## src/rtl/div_unit.sv

```systemverilog
`default_nettype none
// ============================================================================
// Module   : div_unit
// Purpose  : Multi-cycle radix-2 restoring integer divider for DIV / DIVU.
//            One quotient bit is produced per clock. Execute raises start_i
//            with the operands and holds it until ready_o. The result then
//            stays on result_o until start_i is dropped. annul_i abandons a
//            division that is in progress.
// Ports    : clk          - clock, rising edge
//            rst          - asynchronous reset, active low
//            signed_div_i - 1 = signed DIV, 0 = unsigned DIVU (sampled at start)
//            opdata1_i    - dividend (sampled at start)
//            opdata2_i    - divisor  (sampled at start)
//            start_i      - request, held high until ready_o is seen
//            annul_i      - flush: drop the current division
//            result_o     - {remainder (HI), quotient (LO)}
//            ready_o      - result valid
// Revision : 1.0 - initial release
// ============================================================================
module div_unit #(
    parameter int DATA_W = 32
) (
    input  logic                  clk,
    input  logic                  rst,
    input  logic                  signed_div_i,
    input  logic [DATA_W-1:0]     opdata1_i,
    input  logic [DATA_W-1:0]     opdata2_i,
    input  logic                  start_i,
    input  logic                  annul_i,
    output logic [2*DATA_W-1:0]   result_o,
    output logic                  ready_o
);

    localparam int                CNT_W      = $clog2(DATA_W + 1);
    localparam logic [CNT_W-1:0]  C_CNT_LAST = CNT_W'(DATA_W);

    typedef enum logic [1:0] {
        S_FREE   = 2'd0,
        S_BYZERO = 2'd1,
        S_ON     = 2'd2,
        S_END    = 2'd3
    } state_t;

    state_t                 state_q,   state_d;
    logic [CNT_W-1:0]       cnt_q,     cnt_d;
    logic [2*DATA_W:0]      dend_q,    dend_d;
    logic [DATA_W-1:0]      divisor_q, divisor_d;
    logic                   neg_quo_q, neg_quo_d;
    logic                   neg_rem_q, neg_rem_d;
    logic [2*DATA_W-1:0]    result_q,  result_d;
    logic                   ready_q,   ready_d;

    logic [DATA_W-1:0]      w_abs1;
    logic [DATA_W-1:0]      w_abs2;
    logic [DATA_W:0]        w_diff;
    logic [DATA_W-1:0]      w_quo;
    logic [DATA_W-1:0]      w_rem;

    // Magnitudes of the operands. 0x80000000 negates to itself and is then
    // treated as an unsigned magnitude, which gives the wrap-around result.
    always_comb begin
        w_abs1 = (signed_div_i && opdata1_i[DATA_W-1]) ? (~opdata1_i + 1'b1) : opdata1_i;
        w_abs2 = (signed_div_i && opdata2_i[DATA_W-1]) ? (~opdata2_i + 1'b1) : opdata2_i;
    end

    // Trial subtraction of the divisor from the upper partial remainder;
    // the top bit set means the subtraction borrowed.
    always_comb begin
        w_diff = dend_q[2*DATA_W:DATA_W] - {1'b0, divisor_q};
    end

    always_comb begin
        w_quo = neg_quo_q ? (~dend_q[DATA_W-1:0] + 1'b1) : dend_q[DATA_W-1:0];
        w_rem = neg_rem_q ? (~dend_q[2*DATA_W:DATA_W+1] + 1'b1)
                          : dend_q[2*DATA_W:DATA_W+1];
    end

    always_comb begin
        state_d   = state_q;
        cnt_d     = cnt_q;
        dend_d    = dend_q;
        divisor_d = divisor_q;
        neg_quo_d = neg_quo_q;
        neg_rem_d = neg_rem_q;
        result_d  = result_q;
        ready_d   = ready_q;

        case (state_q)
            S_FREE: begin
                ready_d  = 1'b0;
                result_d = '0;
                if (start_i && !annul_i) begin
                    if (opdata2_i == '0) begin
                        state_d = S_BYZERO;
                    end else begin
                        state_d   = S_ON;
                        cnt_d     = '0;
                        dend_d    = {{DATA_W{1'b0}}, w_abs1, 1'b0};
                        divisor_d = w_abs2;
                        neg_quo_d = signed_div_i && (opdata1_i[DATA_W-1] ^ opdata2_i[DATA_W-1]);
                        neg_rem_d = signed_div_i && opdata1_i[DATA_W-1];
                    end
                end
            end

            S_BYZERO: begin
                state_d  = S_END;
                result_d = '0;
                ready_d  = 1'b1;
            end

            S_ON: begin
                if (annul_i) begin
                    state_d = S_FREE;
                    ready_d = 1'b0;
                end else if (cnt_q != C_CNT_LAST) begin
                    if (w_diff[DATA_W]) begin
                        dend_d = {dend_q[2*DATA_W-1:0], 1'b0};
                    end else begin
                        dend_d = {w_diff[DATA_W-1:0], dend_q[DATA_W-1:0], 1'b1};
                    end
                    cnt_d = cnt_q + 1'b1;
                end else begin
                    state_d  = S_END;
                    result_d = {w_rem, w_quo};
                    ready_d  = 1'b1;
                end
            end

            S_END: begin
                if (!start_i) begin
                    state_d  = S_FREE;
                    ready_d  = 1'b0;
                    result_d = '0;
                end
            end

            default: begin
                state_d = S_FREE;
            end
        endcase
    end

    always_ff @(posedge clk or negedge rst) begin
        if (!rst) begin
            state_q   <= S_FREE;
            cnt_q     <= '0;
            dend_q    <= '0;
            divisor_q <= '0;
            neg_quo_q <= 1'b0;
            neg_rem_q <= 1'b0;
            result_q  <= '0;
            ready_q   <= 1'b0;
        end else begin
            state_q   <= state_d;
            cnt_q     <= cnt_d;
            dend_q    <= dend_d;
            divisor_q <= divisor_d;
            neg_quo_q <= neg_quo_d;
            neg_rem_q <= neg_rem_d;
            result_q  <= result_d;
            ready_q   <= ready_d;
        end
    end

    assign result_o = result_q;
    assign ready_o  = ready_q;

endmodule
`default_nettype wire

```

## config.mk

```make
export PLATFORM = sky130hd
export DESIGN_NAME = div_unit
export DESIGN_NICKNAME = d
export VERILOG_FILES = /design/src/rtl/div_unit.sv
export SDC_FILE = /design/constraint.sdc
export NUM_CORES = 1
export LEC_CHECK = 0
export ABC_AREA = 1
export BUFFER_PORTS_ARGS = -buffer_cell sky130_fd_sc_hd__buf_2
export CORE_MARGIN = 2
export CORE_UTILIZATION = 55
export DETAILED_ROUTE_END_ITERATION = 10
export PLACE_DENSITY_LB_ADDON = 0.3
export SYNTH_ARGS = -nofsm -noshare
export SYNTH_HDL_FRONTEND = slang
export SYNTH_SLANG_ARGS = --single-unit
```

## constraint.sdc

```tcl
create_clock -name clk -period 3.2 [get_ports clk]
set_input_delay 0.64 -clock clk [delete_from_list [all_inputs] [get_ports clk]]
set_output_delay 0.64 -clock clk [all_outputs]
set_load 0.02 [all_outputs]
```

### Word-level counts from Yosys, hierarchy flattened

Cells that the tools add are included.

| operators by class | value |
|---|---|
| $add $sub $neg | 6 |
| reductions and logical operators | 14 |
| bitwise logic cells | 6 |
| mux-type cells | 29 |
| equal/unequal tests | 11 |

Operators with widths:

| cell | number |
|---|---|
| $mux W65 | 5 |
| $mux W64 | 3 |
| $pmux W64 S3 | 1 |
| $pmux W65 S2 | 1 |
| $add A32 B1 Y32 const B | 4 |
| $mux W32 | 4 |
| $not A32 Y32 | 4 |
| $sub A33 B32 Y33 | 1 |
| $logic_not A32 Y1 | 1 |
| $mux W6 | 4 |
| $ne A2 B2 Y1 const B | 6 |
| $pmux W6 S2 | 1 |
| $mux W2 | 5 |
| $reduce_and A3 Y1 | 3 |
| $pmux W2 S4 | 1 |
| $add A6 B1 Y6 const B | 1 |
| $ne A6 B6 Y1 const B | 1 |
| $reduce_and A5 Y1 | 1 |
| $eq A2 B2 Y1 const B | 2 |
| $logic_and A1 B1 Y1 | 4 |
| $pmux W1 S4 | 1 |
| $mux W1 | 3 |
| $ne A3 B3 Y1 const B | 1 |
| $eq A2 B1 Y1 const B | 1 |
| other kinds (7) | 7 |

| word-level totals | value |
|---|---|
| flip-flop bits (word level) | 172 |
| output and inout bits | 65 |
| logic and storage cells | 74 |
| bits of input ports | 69 |

### Depth between registers and ports, before layout

| logic depth | value |
|---|---|
| depth in word-level cells | 6 |
| mapped depth | 18 |
| depth with buffers taken out | 17 |

### Worst setup path after synthesis

No wires, ideal clock.

| path | value |
|---|---|
| path kind | reg2reg |
| start | reg dend_q[32] |
| end | reg dend_q[53] |
| data arrival time | 2.053 ns |
| cell stages (with the launch flop) | 18 |
| path slack | 1.030 ns |
| clock period less this slack | 2.170 ns |
| path through | dfrtp_1 -> inv_1 -> ha_1 -> fa_1 -> inv_1 -> nand2_1 -> nand2_1 -> nand3_1 -> nand2_2 -> nand2_2 -> nand2_2 -> nand2_4 -> nand3_2 -> buf_6 -> buf_6 -> nand3_2 -> nand3_1 -> nand2_1 |

| between the ends | value |
|---|---|
| cells in the longest elaborated chain, start to end | 5 |

RTL lines:

| item | line | source |
|---|---|---|
| start, declared | 46 | `logic [2*DATA_W:0] dend_q, dend_d;` |
| start signal, assigned | 157 | `dend_q <= dend_d;` |
| $sub A33 B32 Y33 | 69 | `w_diff = dend_q[2*DATA_W:DATA_W] - {1'b0, divisor_q};` |
| $mux W65 | 117 | `if (w_diff[DATA_W]) begin` |
| $mux W65 | 116 | `end else if (cnt_q != C_CNT_LAST) begin` |
| $mux W65 | 113 | `if (annul_i) begin` |
| $pmux W65 S2 | 88 | `case (state_q)` |

No other way between the ends. The select of a mux whose other input is x is not followed.
A chain may end at the register's enable or synchronous reset.

### Worst setup path after layout

| path | value |
|---|---|
| start | reg dend_q[33] |
| end | reg dend_q[47] |

Same word-level chain as after synthesis.

==> results_dict.tcl <==
set metrics [dict create \
    yosysMostFrequentCell "nand2_1" \
    placementRows 56 \
    cts_made_buffers 17 \
    slowest_stage "fa_1" \
    timing.fmax_mhz 359.9 \
    worst-path-buf-inv 3 \
    yosysWarnings 0 \
    outcome "finished clean" \
    synth_area_um2 13270 \
    syn_area_per_cell_um2 6.422 \
    fin_setup_tns_ps 0 \
    core_area_um2 23540 \
    cts_resized 0 \
    worst_path_largest_cell_delay_ps 480 \
    clock_path_buffers 2 \
    worstSetupStartpointType "flop" \
    post-cts-setup-buffer-count 0 \
    rrSetupSlack_ps 420 \
    area_growth_syn_to_layout_pct 12.13 \
    finalCriticalPeriod_ps 2778 \
    reg2reg_depth 17 \
    seq_area_frac_synth_pct 32.44 \
    period_share_pct 86.83 \
    clock-root-buffer "clkbuf_16" \
    slew_violations 0 \
    viasPerCell 5.442 \
    yosys-top-cells-count "nand2_1 (718), inv_1 (278), dfrtp_1 (172)" \
    dieArea_um2 25380 \
    min_path_type "in -> async" \
    syn_nets 2179 \
    port_buffers 133 \
    crit_required_ps 3530 \
    pin_count 134 \
    fin_area_um2 14880 \
    worst_slew_pin_slew_ps 831.4 \
    cts.clk_slew.worst_paths_ps 70 \
    die_w_um 159.3 \
    antenna_found_initial 0 \
    initial_core_util_pct 56.36 \
    crit_fanout 30 \
    drtAntennaViolNets 0 \
    power_density_nw_per_um2 756.3 \
    antennaDiodeCount 0 \
    first_pass_iters 6 \
    route.detailed.drc 0 \
    ys_top_cells_by_area "dfrtp_1 (32%), nand2_1 (20%), inv_1 (7.9%), nand3_1 (6.4%), nor2_1 (4.8%)" \
    clock_skew_ps 13.54 \
    ys_async_sr_fraction_pct 100.0 \
    cts.htree.levels 4 \
    wl_met2_mm 17.73 \
    final-hold-violation-count 0 \
    path_cells "inv_1, fa_1, inv_1, nand2_1, nand2_1, nand3_1, nand2_2, nand2_2, nand2_2, nand2_4, nand2_4, nand2_4, nand2_1, buf_4, nand2_1, nand3_1, nand2_1" \
    crit_family "simple AND/OR/NAND/NOR gates" \
    p_leak_nw 8.234 \
    ir_worst_vdd_mv 0.6205 \
    yosysUniqueCellTypes 48 \
    numClockSinks 172 \
    critPathArrivalTime_ps 3110 \
    rr_endpoint "dend_q[47]$_DFFE_PN0P_" \
    die_h_um 159.3 \
    synthDominantCellAreaShare_pct 32.44 \
    grt_max_degree 84 \
    drive_above_1_share_pct 11.23 \
    synth_edf_count 0 \
    synthCells 2066 \
    hold-worst-slack_ps 233.8 \
    fin_nets 2300 \
    via_count 13700 \
    clock_latency_ps 440 \
    cp-end-kind "flop" \
    drt-initial-drc-count 1383 \
    grt_usage_pct 31.90 \
    path_common_cell "nand2_1" \
    hold_buffers 0 \
    grt_pass1_vias 12790 \
    cap_violations 0 \
    synth_flop_cell "dfrtp_1" \
    max-slew-margin-rel_pct 44.58 \
    cts_tree "built" \
    dpl-instance-area_um2 14280 \
    wl_met1_mm 18.05 \
    wl_mm 40.38 \
    rsz0062_at_grt "no" \
    maxUsedRoutingLayer "met4" \
    yosysTopAreaCell "dfrtp_1" \
    hpwlAfterDp_mm 31.88 \
    grt_pass1_wl_mm 65.09 \
    criticalPathCategory "reg -> reg" \
    overflow 0 \
    place_congestion 1.008 \
    rr_startpoint "dend_q[33]$_DFFE_PN0P_" \
    ys_ff_latch 172 \
    wire_per_inst_um 16.03 \
    wl_met3_mm 3.075 \
    crit_start "dend_q[33]$_DFFE_PN0P_" \
    setup_viol 0 \
]
## worst reg2reg max path: stages (launching register included)
cell     delay (ps)
dfrtp_1         420
inv_1           160
fa_1            480
inv_1            90
nand2_1          50
nand2_1          70
nand3_1          80
nand2_2         120
nand2_2          60
nand2_2          90
nand2_4          70
nand2_4          70
nand2_4         210
nand2_1         160
buf_4           270
nand2_1         110
nand3_1         100
nand2_1          50
## cell usage in the layout, fill, tap and decap left out, types with 36 or more instances in the layout
master	n
nand2_1	718
inv_1	278
dfrtp_1	172
nor2_1	169
nand3_1	168
buf_2	132
o21ai_0	105
a21oi_1	65
xor2_1	45
ha_1	43
nor3_1	36
## per-stage QoR
| step | setup slack, ps | std cells | util [%] | total power, mW |
|---|---|---|---|---|
| 3_5_place_dp | 387.1 | 2487 | 60.65 | 9.036 |
| 3_3_place_gp | 481.1 | 2487 | 60.65 | 8.918 |
| 4_1_cts | 441.6 | 2518 | 63.19 | 11.16 |
| 5_1_grt | 181.1 | 2518 | 63.19 | 12.08 |
| 6_report | 421.6 | 2518 | 63.19 | 11.25 |
| 2_1_floorplan | 1030 | 2066 | - | 7.265 |
## report_power, final
part	internal [mW]	total (mW)	switching, mW
Combinational	1.74	5.79	4.05
Clock	1.11	2.10	0.986
Sequential	2.80	3.36	0.556
Total	5.66	11.3	5.59
## registers in the layout, summed over array words and instances (netlist names)
signal	cells
ready_o	1
neg_quo_q	1
state_q	2
cnt_q	6
neg_rem_q	1
result_o	64
divisor_q	32
dend_q	65
## cells by family (layout without fill, tap and decap cells)
| group | Yosys count | in the layout | share of synthesized area [%] |
|---|---|---|---|
| AOI/OAI and AO/OA | 257 | 257 | 10.94 |
| and+or+nand+nor | 1170 | 1170 | 37.25 |
| buffers and inverters | 354 | 487 | 10.61 |
| DFF | 172 | 172 | 32.44 |
| xor gates and xnor gates | 69 | 69 | 4.555 |
| adders and majority gates | 44 | 44 | 4.206 |
## worst max path at each step
stage,end,slack (ps),depth (start not counted)
finish,dend_q[47]$_DFFE_PN0P_,420,17
global route,dend_q[47]$_DFFE_PN0P_,180,18
CTS,dend_q[47]$_DFFE_PN0P_,440,17
detailed placement,dend_q[4]$_DFFE_PN0P_,390,12
global placement,dend_q[30]$_DFFE_PN0P_,480,14
floorplan,dend_q[53]$_DFFE_PN0P_,1030,17
## cell type report
cell class	instances	area [um2]
Inverter	295	1107
Fill cell	2251	8666
Clock inverter	14	172.7
Tap cell	319	399.1
Timing Repair Buffer	161	907.1
Multi-Input combinational cell	1540	7561
Sequential cell	172	4304
Clock buffer	17	425.4
## per-layer routing
layer,up-vias,track usage (%)
met2,574,49.09
met5,-,0
met1,6218,44.80
li1,6816,-
met4,0,13.39
met3,96,5.184
Power figures use the tool's default switching activity.
